<file path="src/rtl/fwd_hazard_ctrl.sv">
// Forwarding and hazard controller for a 5-stage RISC-V pipeline: EX bypass selects,
// load-use stall sequencing, cache-miss freeze and saturating event counters.
module fwd_hazard_ctrl #(
    parameter int unsigned NUM_SRC  = 2,
    parameter int unsigned AW       = 5,
    parameter int unsigned LU_STALL = 1,
    parameter int unsigned CNT_W    = 16
) (
    input  logic                    clk_i,
    input  logic                    rst_i,
    input  logic [NUM_SRC*AW-1:0]   ID_rs_i,
    input  logic [NUM_SRC-1:0]      ID_rs_used_i,
    input  logic [NUM_SRC*AW-1:0]   EX_rs_i,
    input  logic                    EX_MemRead_i,
    input  logic [AW-1:0]           EX_rd_i,
    input  logic                    MEM_RegWrite_i,
    input  logic [AW-1:0]           MEM_rd_i,
    input  logic                    WB_RegWrite_i,
    input  logic [AW-1:0]           WB_rd_i,
    input  logic                    mem_stall_i,
    input  logic                    cnt_clr_i,
    output logic [NUM_SRC*2-1:0]    forward_o,
    output logic                    stall_o,
    output logic                    flush_ex_o,
    output logic                    freeze_o,
    output logic [CNT_W-1:0]        fwd_cnt_o,
    output logic [CNT_W-1:0]        stall_cnt_o
);

    localparam int unsigned RW = 4;

    localparam logic [0:0] ST_IDLE    = 1'b0;
    localparam logic [0:0] ST_LU_WAIT = 1'b1;

    logic [0:0]       state_q, state_d;
    logic [RW-1:0]    remain_q, remain_d;
    logic [CNT_W-1:0] fwd_cnt_q, stall_cnt_q;
    logic [NUM_SRC*2-1:0] fwd;
    logic             lu_hit;
    logic             stall_c, flush_c, freeze_c;

    // Bypass selects: MEM result has priority over WB, x0 is never forwarded.
    always_comb begin
        fwd = '0;
        for (int k = 0; k < NUM_SRC; k++) begin
            if (MEM_RegWrite_i && (MEM_rd_i != '0) && (MEM_rd_i == EX_rs_i[k*AW +: AW]))
                fwd[k*2 +: 2] = 2'b10;
            else if (WB_RegWrite_i && (WB_rd_i != '0) && (WB_rd_i == EX_rs_i[k*AW +: AW]))
                fwd[k*2 +: 2] = 2'b01;
        end
    end

    always_comb begin
        lu_hit = 1'b0;
        for (int k = 0; k < NUM_SRC; k++) begin
            if (ID_rs_used_i[k] && (ID_rs_i[k*AW +: AW] == EX_rd_i))
                lu_hit = 1'b1;
        end
        lu_hit = lu_hit && EX_MemRead_i && (EX_rd_i != '0);
    end

    always_ff @(posedge clk_i or negedge rst_i) begin
        if (!rst_i) begin
            state_q  <= ST_IDLE;
            remain_q <= '0;
        end else begin
            state_q  <= state_d;
            remain_q <= remain_d;
        end
    end

    // Next state and stall controls; a cache freeze overrides any load-use action.
    always_comb begin
        state_d  = state_q;
        remain_d = remain_q;
        stall_c  = 1'b0;
        flush_c  = 1'b0;
        freeze_c = 1'b0;
        if (mem_stall_i) begin
            freeze_c = 1'b1;
            stall_c  = 1'b1;
        end else begin
            case (state_q)
                ST_IDLE: begin
                    if (lu_hit) begin
                        stall_c = 1'b1;
                        flush_c = 1'b1;
                        if (LU_STALL > 1) begin
                            state_d  = ST_LU_WAIT;
                            remain_d = RW'(LU_STALL - 1);
                        end
                    end
                end
                ST_LU_WAIT: begin
                    stall_c  = 1'b1;
                    flush_c  = 1'b1;
                    remain_d = remain_q - RW'(1);
                    if (remain_q == RW'(1))
                        state_d = ST_IDLE;
                end
                default: begin
                    state_d  = ST_IDLE;
                    remain_d = '0;
                end
            endcase
        end
    end

    // Saturating event counters; clear wins over increment.
    always_ff @(posedge clk_i or negedge rst_i) begin
        if (!rst_i) begin
            fwd_cnt_q   <= '0;
            stall_cnt_q <= '0;
        end else if (cnt_clr_i) begin
            fwd_cnt_q   <= '0;
            stall_cnt_q <= '0;
        end else begin
            if (!mem_stall_i && (|fwd) && (fwd_cnt_q != {CNT_W{1'b1}}))
                fwd_cnt_q <= fwd_cnt_q + CNT_W'(1);
            if (flush_c && (stall_cnt_q != {CNT_W{1'b1}}))
                stall_cnt_q <= stall_cnt_q + CNT_W'(1);
        end
    end

    // Control outputs drop immediately on reset, without waiting for a clock edge.
    assign forward_o   = fwd;
    assign stall_o     = stall_c  & rst_i;
    assign flush_ex_o  = flush_c  & rst_i;
    assign freeze_o    = freeze_c & rst_i;
    assign fwd_cnt_o   = fwd_cnt_q;
    assign stall_cnt_o = stall_cnt_q;

endmodule

</file>
<file path="config.mk">
export PLATFORM = sky130hd
export DESIGN_NAME = fwd_hazard_ctrl
export DESIGN_NICKNAME = d
export VERILOG_FILES = /design/src/rtl/fwd_hazard_ctrl.sv
export SDC_FILE = /design/constraint.sdc
export NUM_CORES = 1
export LEC_CHECK = 0
export ABC_AREA = 0
export CORE_UTILIZATION = 46
export CTS_CLUSTER_DIAMETER = 200
export DETAILED_ROUTE_END_ITERATION = 6
export GPL_TIMING_DRIVEN = 0
export PLACE_DENSITY_LB_ADDON = 0.25
export SLEW_MARGIN = 20
export SYNTH_ARGS = -nofsm -noshare
export SYNTH_HDL_FRONTEND = slang
export SYNTH_SLANG_ARGS = --single-unit
export TNS_END_PERCENT = 1
</file>
<file path="constraint.sdc">
create_clock -name clk_i -period 3.94 [get_ports clk_i]
set_input_delay 1.182 -clock clk_i [delete_from_list [all_inputs] [get_ports clk_i]]
set_output_delay 1.182 -clock clk_i [all_outputs]
set_load 0.01 [all_outputs]
</file>
## After elaboration in Yosys (flattened, before gate mapping)

Index checks and enable logic that the tools add are counted.

- $add $sub $neg: 3
- Equality and inequality tests: 9
- Muxes and demuxes: 17
- Bitwise logic cells: 5
- Reduce and logical (&&, ||, !) cells: 21

Operators with widths:

| operator | count |
|---|---|
| $mux 16 | 4 |
| $add 16x1->16 const B | 2 |
| $ne 16x16->1 const B | 2 |
| $eq 5x5->1 | 6 |
| $reduce_bool 5->1 | 3 |
| $logic_and 1x1->1 | 13 |
| $mux 1 | 10 |
| $eq 4x1->1 const B | 1 |
| $mux 2 | 2 |
| $reduce_bool 2->1 | 2 |
| $reduce_or 4->1 | 1 |
| $sub 4x1->4 const B | 1 |
| $and 1x1->1 | 3 |
| $not 1->1 | 2 |
| $pmux 1 s2 | 1 |
| $reduce_and 2->1 | 1 |
| $logic_not 1->1 | 1 |

- Register bits: 37
- Output and inout port bits: 39

## Logic depth before layout (Yosys ltp)

Gate-level depths: netlist of the first run.

- Word-level depth: 12
- Depth in mapped cells: 8

## Least setup slack after synthesis of the first run

No wires, ideal clock.

- Path kind: input-to-output
- From: input EX_rd_i[1]
- To: output flush_ex_o
- Arrival time: 2.389 ns
- Data required time: 2.758 ns
- Setup slack: 0.369 ns
- Stages on the path: 5
- Cell sequence: or4_1 o21ai_0 o21ai_0 nor2b_1 and2_1

- Longest elaborated chain between the ends: 10

Ends and longest elaborated chain:

| element | line | text |
|---|---|---|
| start: declaration | 15 | `input logic [AW-1:0] EX_rd_i,` |
| $eq 5x5->1 | 56 | `if (ID_rs_used_i[k] && (ID_rs_i[k*AW +: AW] == EX_rd_i))` |
| $logic_and 1x1->1 | 56 |  |
| $mux 1 (2 in series) | 56 |  |
| $logic_and 1x1->1 | 59 | `lu_hit = lu_hit && EX_MemRead_i && (EX_rd_i != '0);` |
| $logic_and 1x1->1 (*) | 59 |  |
| $mux 1 (*) | 85 | `if (lu_hit) begin` |
| $pmux 1 s2 (*) | 83 | `case (state_q)` |
| $mux 1 (*) | 79 | `if (mem_stall_i) begin` |
| $and 1x1->1 (*) | 128 | `assign flush_ex_o = flush_c & rst_i;` |
| end: declaration | 24 | `output logic flush_ex_o,` |

Mark *: on every way between the ends. The rest lies on a longest branch, timed or not.

## Final worst setup path of the first run

- From: input MEM_rd_i[1]
- To: output forward_o[2]

- Longest elaborated chain between the ends: 4

Ends and longest elaborated chain:

| element | line | text |
|---|---|---|
| start: declaration | 17 | `input logic [AW-1:0] MEM_rd_i,` |
| $reduce_bool 5->1 | 46 | `if (MEM_RegWrite_i && (MEM_rd_i != '0) && (MEM_rd_i == EX_rs_i[k*AW +: AW]))` |
| $logic_and 1x1->1 | 46 |  |
| $logic_and 1x1->1 (*) | 46 |  |
| $mux 2 (*) | 46 |  |
| end: declaration | 22 | `output logic [NUM_SRC*2-1:0] forward_o,` |

Marks and branches as above.

==> impl_metrics.json, run 1 <==
{
  "slew_headroom": 0.592,
  "cap_violations": 0,
  "grt_overflow": 0,
  "grt_util_all_layers": 0.232,
  "finClkSkew_ns": 0.0103,
  "fin_crit_sh": 0.996,
  "syn_avg_cell_area_um2": 9.40,
  "ir_worst_vdd_v": 0.000212,
  "fin_util": 0.703,
  "ys_types": 46,
  "rsz0062_at_grt": "true",
  "tritoncts": "done",
  "status": "finished, final reports clean",
  "critPathRequiredTime_ns": 2.76,
  "cts_made_buffers": 5,
  "cp-start-kind": "input pin",
  "cts_hold_buf": 0,
  "setup.worst_path.class": "input pin to output port",
  "syn_nets": 314,
  "yosys_warnings": 0,
  "rows": 26,
  "hp-class": "flop to flop",
  "coreArea_mm2": 0.00517,
  "h-tree-depth": 2,
  "die_y_um": 75.7,
  "clock_latency_ns": 0.29,
  "grt_pass1_wl_um": 10000,
  "drive_gt1_frac": 0.138,
  "dieArea_mm2": 0.00574,
  "start_util": 0.484,
  "wl_per_cell_um": 15.4,
  "die_w_um": 75.7,
  "drt_iter0_markers": 162,
  "pin_count": 83,
  "clock-sinks": 37,
  "critPathMaxFanout": 3,
  "synth-edff-count": 0,
  "firstDrtPassIters": 4,
  "dp_hpwl_um": 4740,
  "drc": 0,
  "cts_root_buf": "clkbuf_8",
  "drt-vias-per-instance": 5.68,
  "p_per_area_mw_per_mm2": 275,
  "period_minus_slack_ns": 3.92,
  "setup_viol": 0,
  "drt-total-wl_um": 6640,
  "ant_nets": 0,
  "worst_pin_slew_ns": 0.610,
  "yosys_register_bits": 37,
  "synth_area_mm2": 0.00250,
  "nNetsFinal": 410,
  "tns_ns": 0,
  "final_hold_viol_count": 0,
  "postSynth.asyncResetShare": 1.00,
  "port_buffers": 80,
  "grt_pass1_vias": 2207,
  "grt_start_max_net_pins": 31,
  "clk_pin_slew_worst_paths_ns": 0.06,
  "antenna-diode-count": 0,
  "drv_slew": 0,
  "num_vias": 2453,
  "critPathArrivalTime_ns": 2.74,
  "clockBufferDepth": 2,
  "gp_congestion": 0.817,
  "endpoint_kind": "output port",
  "power_leakage_nw": 1.46,
  "synthCells": 266,
  "ys.flop_type": "dfrtp_1",
  "syn_to_final_growth_pct": 45.3,
  "yosysSeqAreaShare": 0.370,
  "antenna_found_initial": 0,
  "max_freq_mhz": 255
}
-- stage by stage --
stage | setup WS [ns] | total power, mW | std cells | hold WS (ns) | cell area [um2]
final | 0.0156 | 0.999 | 432 | 0.491 | 3630
after global routing | -0.0205 | 1.05 | 432 | 0.508 | 3630
after CTS | -0.0500 | 0.997 | 430 | 0.497 | 3590
after detailed placement | -0.813 | 0.673 | 417 | 0.485 | 3400
after global placement | -0.977 | 0.662 | 416 | 0.458 | 3390
after floorplan | 0.369 | 0.563 | 266 | 0.443 | 2500
-- state kept, by name, summed over array words and instances, names as in the netlist --
name         flops
fwd_cnt_o       16
stall_cnt_o     16
remain_q         4
state_q          1
-- report_power, final --
group / internal [mW] / switching [mW]
Clock: 0.184 / 0.135
Combinational: 0.117 / 0.126
Sequential: 0.408 / 0.0286
-- repair_timing --
| item | 4_1_cts | 5_1_grt |
|---|---|---|
| buffers inserted | 6 | 2 |
| gates resized for setup | 41 | 8 |
| endpoints found under the setup margin | 6 | 3 |
| pin swaps | 9 | 9 |
-- layer usage --
layer | up-vias | GRT usage | routed length (um)
li1 | 1179 | - | -
met1 | 1191 | 0.288 | 2840
met2 | 71 | 0.403 | 3320
met3 | 12 | 0.0542 | 399
met4 | 0 | 0.0658 | 85
met5 | - | 0 | 0
-- cell type report --
class,instances,area (um2)
multi-input cells,215,1570
inverters,6,22.5
clock buffers,5,68.8
fillers,422,1540
plain buffers,8,58.8
repair buffers,89,862
clock inverters,2,35.0
well taps,70,87.6
flip-flops and latches,37,926
-- logic make-up after synthesis --
family	Yosys count	share of synthesized area
and+or+nand+nor	111	0.263
AOI/OAI and AO/OA	59	0.170
xor gates and xnor gates	39	0.137
DFF	37	0.370
buffers and inverters	14	0.0325
adders and majority gates	4	0.0200
muxes	2	0.00800
-- placed cells by master, fill, tap and decap left out, types with 4 or more instances in the layout --
cell             netlist  layout
a21oi_1               13      13
a21oi_2                8       8
and3_1                 8       8
and4_1                 4       4
buf_2                  1       4
buf_4                  1       8
clkbuf_8               1       6
clkdlybuf4s50_1        0      54
dfrtp_1               37      37
dlygate4sd2_1          0      17
dlymetal6s2s_1         0       5
ha_1                   4       4
inv_1                  6       6
nand2_1               17      17
nand3_1               19      19
nand4_1                7       7
nor2_1                 8       8
nor2b_1                6       5
nor4_4                 0       4
o21ai_0                7       5
o21ai_1               13      13
o31ai_1                5       5
or3_1                 17      17
or4_1                  9       7
xnor2_1               26      25
xor2_1                13      13
-- worst max-delay path, stage by stage --
cell and delay (ns):
dlygate4sd2_1 0.28, or4_4 0.56, o21ai_4 0.15, buf_6 0.12, nor4_4 0.04, and2b_2 0.21, clkdlybuf4s15_2 0.22
-- worst paths after layout --
check | from | endpoint | slack (ns) | cells past startpoint
min reg2reg | remain_q[3]$_DFFE_PN0P_ | remain_q[3]$_DFFE_PN0P_ | 0.49 | 1
max in group asynchronous | rst_i | fwd_cnt_o[9]$_DFFE_PN0P_ | 2.75 | 2
max | MEM_rd_i[1] | forward_o[2] | 0.02 | 7
min in group asynchronous | rst_i | stall_cnt_o[6]$_DFFE_PN0P_ | 0.75 | 1
max reg2reg | stall_cnt_o[0]$_DFFE_PN0P_ | stall_cnt_o[11]$_DFFE_PN0P_ | 1.45 | 7
min | remain_q[3]$_DFFE_PN0P_ | remain_q[3]$_DFFE_PN0P_ | 0.49 | 1
-- cells in the mapped netlist, types with 2 or more instances --
cell,count,area share
a21oi_1,13,0.026
a21oi_2,8,0.028
and2_1,3,0.0075
and3_1,8,0.020
and4_1,4,0.014
clkbuf_1,3,0.0045
dfrtp_1,37,0.37
ha_1,4,0.020
inv_1,6,0.0090
mux2i_1,2,0.0080
nand2_1,17,0.026
nand3_1,19,0.038
nand4_1,7,0.018
nor2_1,8,0.012
nor2b_1,6,0.015
nor3_1,2,0.0040
nor4_1,3,0.0075
nor4_2,4,0.020
o21ai_0,7,0.014
o21ai_1,13,0.026
o21ai_2,2,0.0070
o31ai_1,5,0.015
or3_1,17,0.043
or4_1,9,0.027
xnor2_1,26,0.091
xor2_1,13,0.046
No activity file was read; power rests on OpenSTA's default activity.
==> inputs of run 2 (changes only) <==
--- a/config.mk
+++ b/config.mk
@@ -15,4 +15,4 @@
 export SYNTH_ARGS = -nofsm -noshare
 export SYNTH_HDL_FRONTEND = slang
 export SYNTH_SLANG_ARGS = --single-unit
-export TNS_END_PERCENT = 1
+export TNS_END_PERCENT = 10
==> results of run 2 <==
The final DEF is identical to that of run 1; final timing and power are the same.
==> inputs of run 3 (changes only) <==
--- a/config.mk
+++ b/config.mk
@@ -6,6 +6,7 @@
 export NUM_CORES = 1
 export LEC_CHECK = 0
 export ABC_AREA = 0
+export CORE_ASPECT_RATIO = 0.75
 export CORE_UTILIZATION = 46
 export CTS_CLUSTER_DIAMETER = 200
 export DETAILED_ROUTE_END_ITERATION = 6
==> run 3 against run 2 <==
  * The run now ends with negative setup slack left
  * Clock power down 20%
  * Non-clock buffer count up 1
  * Core utilization rose by 0.85 points
  * Sequential power is essentially flat
  * Clock-buffer cell count rose by 3
  * Critical endpoint is now flush_ex_o
  * Register-to-register slack improved by 0.07 ns
==> impl_metrics.json, run 3 (same netlist as run 1, synthesis figures left out) <==
{
  "status": "complete, but fails checks",
  "violations": "negative setup slack",
  "grt_start_max_net_pins": 24,
  "critPathArrivalTime_ns": 2.78,
  "firstDrtPassIters": 4,
  "r2r_start": "fwd_cnt_o[0]$_DFFE_PN0P_",
  "drive_gt1_frac": 0.137,
  "final_hold_viol_count": 0,
  "die_y_um": 65.9,
  "hp-class": "flop to flop",
  "finClkSkew_ns": 0.00127,
  "fin_crit_sh": 1.01,
  "reg2regPathDepth": 8,
  "drc": 0,
  "grt_overflow": 0,
  "critPathSlowestCell": "clkdlybuf4s50_1",
  "dieArea_mm2": 0.00574,
  "fin_util": 0.711,
  "period_minus_slack_ns": 3.96,
  "reg2reg_slack_ns": 1.52,
  "crit_family": "buffers and inverters",
  "tns_ns": -0.0238,
  "grt_pass1_vias": 2213,
  "min_delay_worst_endpoint": "remain_q[3]$_DFFE_PN0P_",
  "slew_headroom": 0.621,
  "setup_viol": 1,
  "worstPathCellList": "clkdlybuf4s50_1, xnor2_1, nand4_1, o22a_1, o21ai_2, nor2b_2, and2_1, buf_2",
  "critPathMaxStageDelay_ns": 0.47,
  "endpoint_kind": "output port",
  "power_leakage_nw": 1.40,
  "die_w_um": 87.1,
  "num_vias": 2435,
  "critPathRequiredTime_ns": 2.76,
  "clk_pin_slew_worst_paths_ns": 0.07,
  "port_buffers": 80,
  "antenna-diode-count": 0,
  "cts_made_buffers": 5,
  "antenna_found_initial": 0,
  "worst_pin_slew_ns": 0.567,
  "cts_root_buf": "clkbuf_8",
  "tritoncts": "done",
  "coreArea_mm2": 0.00506,
  "cp.buffers_inverters": 2,
  "cap_violations": 0,
  "r2r-end": "fwd_cnt_o[13]$_DFFE_PN0P_",
  "cp-start-kind": "input pin",
  "pre_cts_slack_ns": -0.737,
  "drt_iter0_markers": 130,
  "clockBufferDepth": 2,
  "final_common_cell": "clkdlybuf4s50_1",
  "gp_congestion": 0.859,
  "nNetsFinal": 411,
  "drt-vias-per-instance": 5.58,
  "hold_start": "remain_q[3]$_DFFE_PN0P_",
  "ir_worst_vdd_v": 0.000230,
  "total_power_mw": 0.942,
  "hold_ws_ns": 0.469,
  "clock-sinks": 37,
  "start_util": 0.494,
  "worst_slack_ns": -0.0238,
  "grt_pass1_wl_um": 10600,
  "h-tree-depth": 2,
  "critPathMaxFanout": 2,
  "dp_hpwl_um": 4840,
  "wl_per_cell_um": 15.3,
  "syn_to_final_growth_pct": 44.0,
  "rsz0062_at_grt": "true",
  "rows": 22,
  "setup.worst_path.class": "input pin to output port",
  "layout_common_cells": "58 x clkdlybuf4s50_1, 37 x dfrtp_1, 26 x xnor2_1, 19 x nand3_1",
  "clock_latency_ns": 0.29,
  "pin_count": 83,
  "drt-total-wl_um": 6690,
  "grt_util_all_layers": 0.239,
  "hold_depth": 1,
  "max_freq_mhz": 252,
  "ant_nets": 0,
  "p_per_area_mw_per_mm2": 261,
  "drv_slew": 0
}
==> run 3: changes by cell type in the layout (fill, tap and decap cells not counted), sizes merged <==
cell | previous run | this run
dlymetal6s2s | 5 | 0
clkinv | 1 | 0
clkbuf | 9 | 14
bufinv | 1 | 0
clkdlybuf4s50 | 54 | 58
==> run 3: timing repair <==
action / CTS / global route
endpoints found under the setup margin: 6 / 14
gates resized for setup: 38 / 6
hold buffers: 0 / 0
buffers inserted: 9 / 0
pin swaps: 10 / 5
==> run 3: final cells by class <==
type,instances,area [um2]
inverter,6,22.5
buffer,8,58.8
tap,72,90.1
multi-input combinational,215,1570
clock buffer,8,80.1
sequential,37,926
timing repair buffer,90,855
fill,441,1460
==> run 3: metal layers <==
layer / vias to the layer above / global-route usage / share of wire
li1: 1186 / - / -
met1: 1168 / 0.328 / 0.47
met2: 70 / 0.384 / 0.45
met3: 11 / 0.0612 / 0.065
met4: 0 / 0.0512 / 0.0091
met5: - / 0 / 0
==> run 3: power by group <==
group          internal (mW)  switching [mW]  total (mW)
clock network          0.126           0.130       0.256
logic                  0.120           0.130       0.249
registers              0.408          0.0282       0.437
==> run 3: worst max path at each step <==
| stage | from | end | slack [ns] | cells past startpoint |
|---|---|---|---|---|
| 4_1_cts | MEM_rd_i[1] | forward_o[2] | -0.009 | 6 |
| 6_report | ID_rs_i[4] | flush_ex_o | -0.02 | 8 |
| 5_1_grt | ID_rs_i[2] | flush_ex_o | -0.14 | 8 |
| 3_3_place_gp | rst_i | flush_ex_o | -1.02 | 3 |
| 2_1_floorplan | EX_rd_i[1] | flush_ex_o | 0.37 | 5 |
| 3_5_place_dp | EX_rd_i[1] | flush_ex_o | -0.74 | 7 |
==> run 3: stage by stage <==
| step | std cells | area (um2) |
|---|---|---|
| 2_1_floorplan | 266 | 2500 |
| 3_3_place_gp | 418 | 3390 |
| 3_5_place_dp | 419 | 3410 |
| 4_1_cts | 436 | 3600 |
| 5_1_grt | 436 | 3600 |
| 6_report | 436 | 3600 |
==> RTL edit 1: new RTL, config.mk and constraints of run 3 <==
Change the parameter `CNT_W` from 16 to 24.
--- a/src/rtl/fwd_hazard_ctrl.sv
+++ b/src/rtl/fwd_hazard_ctrl.sv
@@ -4,7 +4,7 @@
     parameter int unsigned NUM_SRC  = 2,
     parameter int unsigned AW       = 5,
     parameter int unsigned LU_STALL = 1,
-    parameter int unsigned CNT_W    = 16
+    parameter int unsigned CNT_W    = 24
 ) (
     input  logic                    clk_i,
     input  logic                    rst_i,
Interface: changed (resized fwd_cnt_o and stall_cnt_o); port bits go from 83 to 99. The function was not compared with the original's and may differ.
==> RTL edit 1 against run 3 <==
Die area increased by 38%; sequential cell count increased by 16; routed wire length increased by 43%; area after synthesis increased by 39%; sequential share of layout area increased by 2.3 points; setup slack improved by 48 ps; power increased by 37%; count of clock-buffer cells in the layout decreased by 3; synthesized cell count increased by 45%; design area increased by 31%; largest power group unchanged.
==> RTL edit 1: results (changes against run 3) <==
ir_drop_uv: 182  # -21%
grt_pass1_wl_um: 15400  # +45%
yosysWarnings: 0  # unchanged
finClkSkew_ps: 7.88  # +6.61 ps
wl_per_cell_um: 16.2  # +5.9%
drive_gt1_share_pct: 9.82  # -3.9 points
synth-main-ff-cell: "dfrtp_1"
ff2ff_setup_slack_ps: 1030  # -490 ps
r2r_start: "stall_cnt_o[0]$_DFFE_PN0P_"
cts_buffers: 5  # unchanged
crit_fanout: 3  # +1
startpoint: "WB_rd_i[1]"
cp_data_arrival_time_ps: 2730  # -50 ps
clk_pin_slew_ps: 100  # +30 ps
seq_area_frac_synth_pct: 38.1  # +1.1 points
fill_cells: 607  # +38%
synth_fp_nets: 433  # +38%
drtIter0Drc: 266  # +100%
cts_buffer_depth: 2  # unchanged
status: "complete, no violations"
ys_types: 48  # +4.3%
min_path_type: "register to register"
cts_setup_buffers: 0  # -9
tightest_slew_ps: 844  # +277 ps
yosys-top-cells-area: "dfrtp_1, xnor2_1, a21oi_1"
endpoint: "forward_o[0]"
drt-vias-per-instance: 5.89  # +5.5%
place.port_buffers: 96  # +20%
r2r_cells: 9  # +1
power_leakage_nw: 1.75  # +25%
nets: 536  # +30%
dpl-instance-area_um2: 4560  # +34%
r2r-end: "stall_cnt_o[1]$_DFFE_PN0P_"
grt_pass1_vias: 3228  # +46%
clk_latency_ps: 310  # +20 ps
diodes: 0  # unchanged
fin_setup_tns_ps: 0  # +23.8 ps
dp_hpwl_um: 6890  # +42%
routabilityCongestion: 0.847  # -1.4%
grt_util_all_layers_pct: 24.4  # +0.42 points
synthTopCellsByCount: "dfrtp_1, a21oi_1, nand3_1, nor2_1, xnor2_1"
grt_max_degree: 57  # +140%
first_pass_iters: 5  # +1
## RTL edit 1: cell count changes after synthesis, moves of 9 or more
cell | run 3 | this run
nor4_1 | 3 | 13
nor2_1 | 8 | 24
nor2b_1 | 6 | 17
a21oi_1 | 13 | 30
or4_1 | 9 | 20
dfrtp_1 | 37 | 53
mux2_2 | 0 | 11
o21ai_1 | 13 | 1
o31ai_1 | 5 | 14
## RTL edit 1: stage by stage
step,utilization (%),instances,worst slack [ps]
floorplan,-,385,570
global placement,62.3,582,-1630
detailed placement,62.3,582,-593
CTS,64.6,590,12.4
global route,64.6,590,-49.3
finish,64.6,590,23.8
## RTL edit 1: worst min-delay path by stage
| stage | cells past startpoint | end | from | slack, ps |
|---|---|---|---|---|
| final | 1 | remain_q[3]$_DFFE_PN0P_ | remain_q[3]$_DFFE_PN0P_ | 480 |
| after global routing | 1 | remain_q[3]$_DFFE_PN0P_ | remain_q[3]$_DFFE_PN0P_ | 510 |
| after CTS | 1 | remain_q[3]$_DFFE_PN0P_ | remain_q[3]$_DFFE_PN0P_ | 490 |
| after detailed placement | 1 | remain_q[3]$_DFFE_PN0P_ | remain_q[3]$_DFFE_PN0P_ | 470 |
| after global placement | 1 | remain_q[3]$_DFFE_PN0P_ | remain_q[3]$_DFFE_PN0P_ | 460 |
| after floorplan | 1 | remain_q[3]$_DFFE_PN0P_ | remain_q[3]$_DFFE_PN0P_ | 440 |
## RTL edit 1: per-layer routing
metal | wire length, um | global-route usage (%) | vias up
met5 | 0 | 0 | -
met3 | 756 | 3.83 | 9
met1 | 4350 | 34.8 | 1668
li1 | - | - | 1634
met4 | 74 | 4.43 | 0
met2 | 4400 | 38.9 | 165
## RTL edit 1: cell type report
class,count,share of cell area (%)
Multi-Input combinational cell,303,43.7
Sequential cell,53,28.0
Timing Repair Buffer,96,19.8
Tap cell,101,2.67
Buffer,20,2.25
Clock buffer,5,1.45
Clock inverter,3,1.37
Inverter,9,0.713
## RTL edit 1: power by group
group          internal (mW)  leakage, nW  switching (mW)  total [mW]
registers              0.572        0.731          0.0301       0.602
clock network          0.253       0.0681           0.184       0.436
logic                  0.114        0.955           0.141       0.255
## RTL edit 1: critical path: stages
cell and delay [ps]:
dlygate4sd2_1 270, or4_1 540, o21ai_2 250, nor4_2 110, nor2b_1 140, clkdlybuf4s15_2 240
## RTL edit 1: kinds of logic (layout without fill, tap and decap cells)
family	after synthesis	count (layout)	synth area share, %
simple gates	178	178	30.3
flops	53	53	38.1
buf+inv	29	133	4.03
compound gates	69	69	11.6
mux	18	18	5.97
xor+xnor	34	34	8.56
fa+ha+maj	4	4	1.44
## RTL edit 1: timing repair
item,4_1_cts,5_1_grt
endpoints found under the setup margin,6,4
resized for setup,31,4
pin swaps,2,1
gates cloned,0,0
==> RTL edit 2: new RTL, flow settings as in run 3 <==
Made on the original files. Put one more register stage on the output `fwd_cnt_o`. The value now appears one clock later. The other outputs are not delayed to match.
--- a/src/rtl/fwd_hazard_ctrl.sv
+++ b/src/rtl/fwd_hazard_ctrl.sv
@@ -127,7 +127,9 @@
     assign stall_o     = stall_c  & rst_i;
     assign flush_ex_o  = flush_c  & rst_i;
     assign freeze_o    = freeze_c & rst_i;
-    assign fwd_cnt_o   = fwd_cnt_q;
+    always_ff @(posedge clk_i) begin
+        fwd_cnt_o <= fwd_cnt_q;
+    end
     assign stall_cnt_o = stall_cnt_q;
 
 endmodule
Check against the original RTL: not equivalent (Yosys sat finds a counterexample within 4 cycles, from zero or initial values and one cycle with rst_i low).
==> RTL edit 2 against run 3 <==
Critical path depth fell by 2; combinational power grew 19%; sequential cell count grew 16; routed wire length increased by 12%; power increased by 29%; design area grew 12%; die area is 15% higher; cell count increased by 6.7%; first-iteration DRC count grew 4.6%; area after synthesis increased by 15%; synthesized cell count increased by 9.4%; clock power up 23%; setup slack better by 71 ps; largest cell class unchanged.
==> RTL edit 2: results (changes against run 3) <==
drt-vias-per-instance: 5.66  # +1.3%
grt_util_all_layers_pct: 23.5  # -0.43 points
clk_pin_slew_ps: 80
power_leakage_nw: 1.59  # +13%
antenna_found_initial: 0  # unchanged
nets: 434  # +5.6%
root_buffer: "clkbuf_8"
synthTopCellsByCount: "dfrtp_1, xnor2_1, a21oi_1"
drive_gt1_share_pct: 13.4  # -0.30 points
synth_cells: 291  # +9.4%
drtIter0Drc: 136  # +4.6%
yosys-top-cells-area: "dfrtp_1, dfxtp_1, xnor2_1"
synth_fp_nets: 339  # +8.0%
dpl-instance-area_um2: 3820  # +12%
ys_types: 49  # +6.5%
status: "complete, no violations"
dp_slack_ps: -1020  # -284 ps
yosysWarnings: 0  # unchanged
finClkSkew_ps: 9.20  # +7.93 ps
dp_hpwl_um: 5300  # +9.5%
grt_pass1_wl_um: 12200  # +15%
cts.htree.levels: 2  # unchanged
grt_util_met2_pct: 37.2  # -1.2 points
cts_buffer_depth: 2  # unchanged
grt_max_degree: 32  # +33%
first_pass_iters: 4  # unchanged
ir_drop_uv: 162  # -30%
clk_latency_ps: 310  # +20 ps
finalNonFillerCells: 465  # +6.7%
slew_headroom_pct: 56.0  # -6.0 points
diodes: 0  # unchanged
place.port_buffers: 82  # +2.5%
synth-main-ff-cell: "dfrtp_1"
cp_data_arrival_time_ps: 2710  # -70 ps
cts_buffers: 5  # unchanged
crit_fanout: 3  # +1
use_met3_pct: 4.62  # -1.5 points
seq_area_frac_synth_pct: 43.2  # +6.2 points
routabilityCongestion: 0.859  # about the same
min_path_type: "register to register"
grt_pass1_vias: 2536  # +15%
use_met1_pct: 32.3  # -0.50 points
async_flop_share_pct: 69.8  # -30 points
wl_um: 7470  # +12%
dp.cells: 452  # +7.9%
RTL edit 2: cell count changes after synthesis, sizes merged, moves of 4 or more:
cell | run 3 | this run
or4 | 9 | 18
o21ai | 22 | 10
nand2 | 17 | 13
dfxtp | 0 | 16
or3 | 17 | 7
clkbuf | 4 | 9
xor2 | 13 | 9
o31ai | 5 | 15
nor2b | 6 | 10
mux2 | 0 | 8
RTL edit 2: final cells by class:
| cell class | instances | area [um2] |
|---|---|---|
| buffer | 13 | 77.6 |
| timing repair buffer | 88 | 870 |
| tap | 78 | 97.6 |
| multi-input combinational | 218 | 1640 |
| fill | 477 | 1870 |
| sequential | 53 | 1250 |
| inverter | 7 | 26.3 |
| clock buffer | 8 | 90.1 |
RTL edit 2: final timing paths:
path / startpoint / slack, ps / cells after the start / endpoint
max: MEM_rd_i[4] / 50 / 6 / forward_o[2]
min: fwd_cnt_q[3]$_DFFE_PN0P_ / 430 / 0 / fwd_cnt_o[3]$_DFF_P_
max reg2reg: fwd_cnt_q[0]$_DFFE_PN0P_ / 1550 / 7 / fwd_cnt_q[13]$_DFFE_PN0P_
min reg2reg: fwd_cnt_q[3]$_DFFE_PN0P_ / 430 / 0 / fwd_cnt_o[3]$_DFF_P_
max in group asynchronous: rst_i / 2760 / 2 / remain_q[1]$_DFFE_PN0P_
min in group asynchronous: rst_i / 750 / 1 / fwd_cnt_q[3]$_DFFE_PN0P_
RTL edit 2: critical path, cell delays in order:
cell and delay, ps:
dlygate4sd2_1 270, or4_4 560, o21ai_4 200, nor4_4 70, and2b_2 210, clkdlybuf4s15_2 210
RTL edit 2: where the power goes:
group	internal [mW]	switching [mW]	leakage [nW]
registers	0.570	0.0350	0.636
logic	0.144	0.153	0.905
clock network	0.144	0.171	0.0455
RTL edit 2: per-layer routing:
metal | vias to the layer above | part of all wire (%)
li1 | 1267 | -
met3 | 14 | 6.0
met5 | - | 0
met2 | 81 | 47
met1 | 1270 | 45
met4 | 0 | 1.5
RTL edit 2: cell families (layout without fill, tap and decap cells):
logic type | Yosys count | in the layout | synth area share, %
AO/OA/AOI/OAI | 56 | 56 | 11.9
XOR/XNOR | 34 | 34 | 10.3
adder cells (fa/ha/maj) | 4 | 4 | 1.74
buffers and inverters | 20 | 116 | 3.34
flip-flops | 53 | 53 | 43.2
multiplexers | 9 | 9 | 4.12
AND/OR/NAND/NOR | 115 | 115 | 25.3
RTL edit 2: repair_timing:
item,CTS,global route
setup buffers,4,1
pin swaps,10,15
setup endpoints to repair,7,5
gates resized for setup,43,15
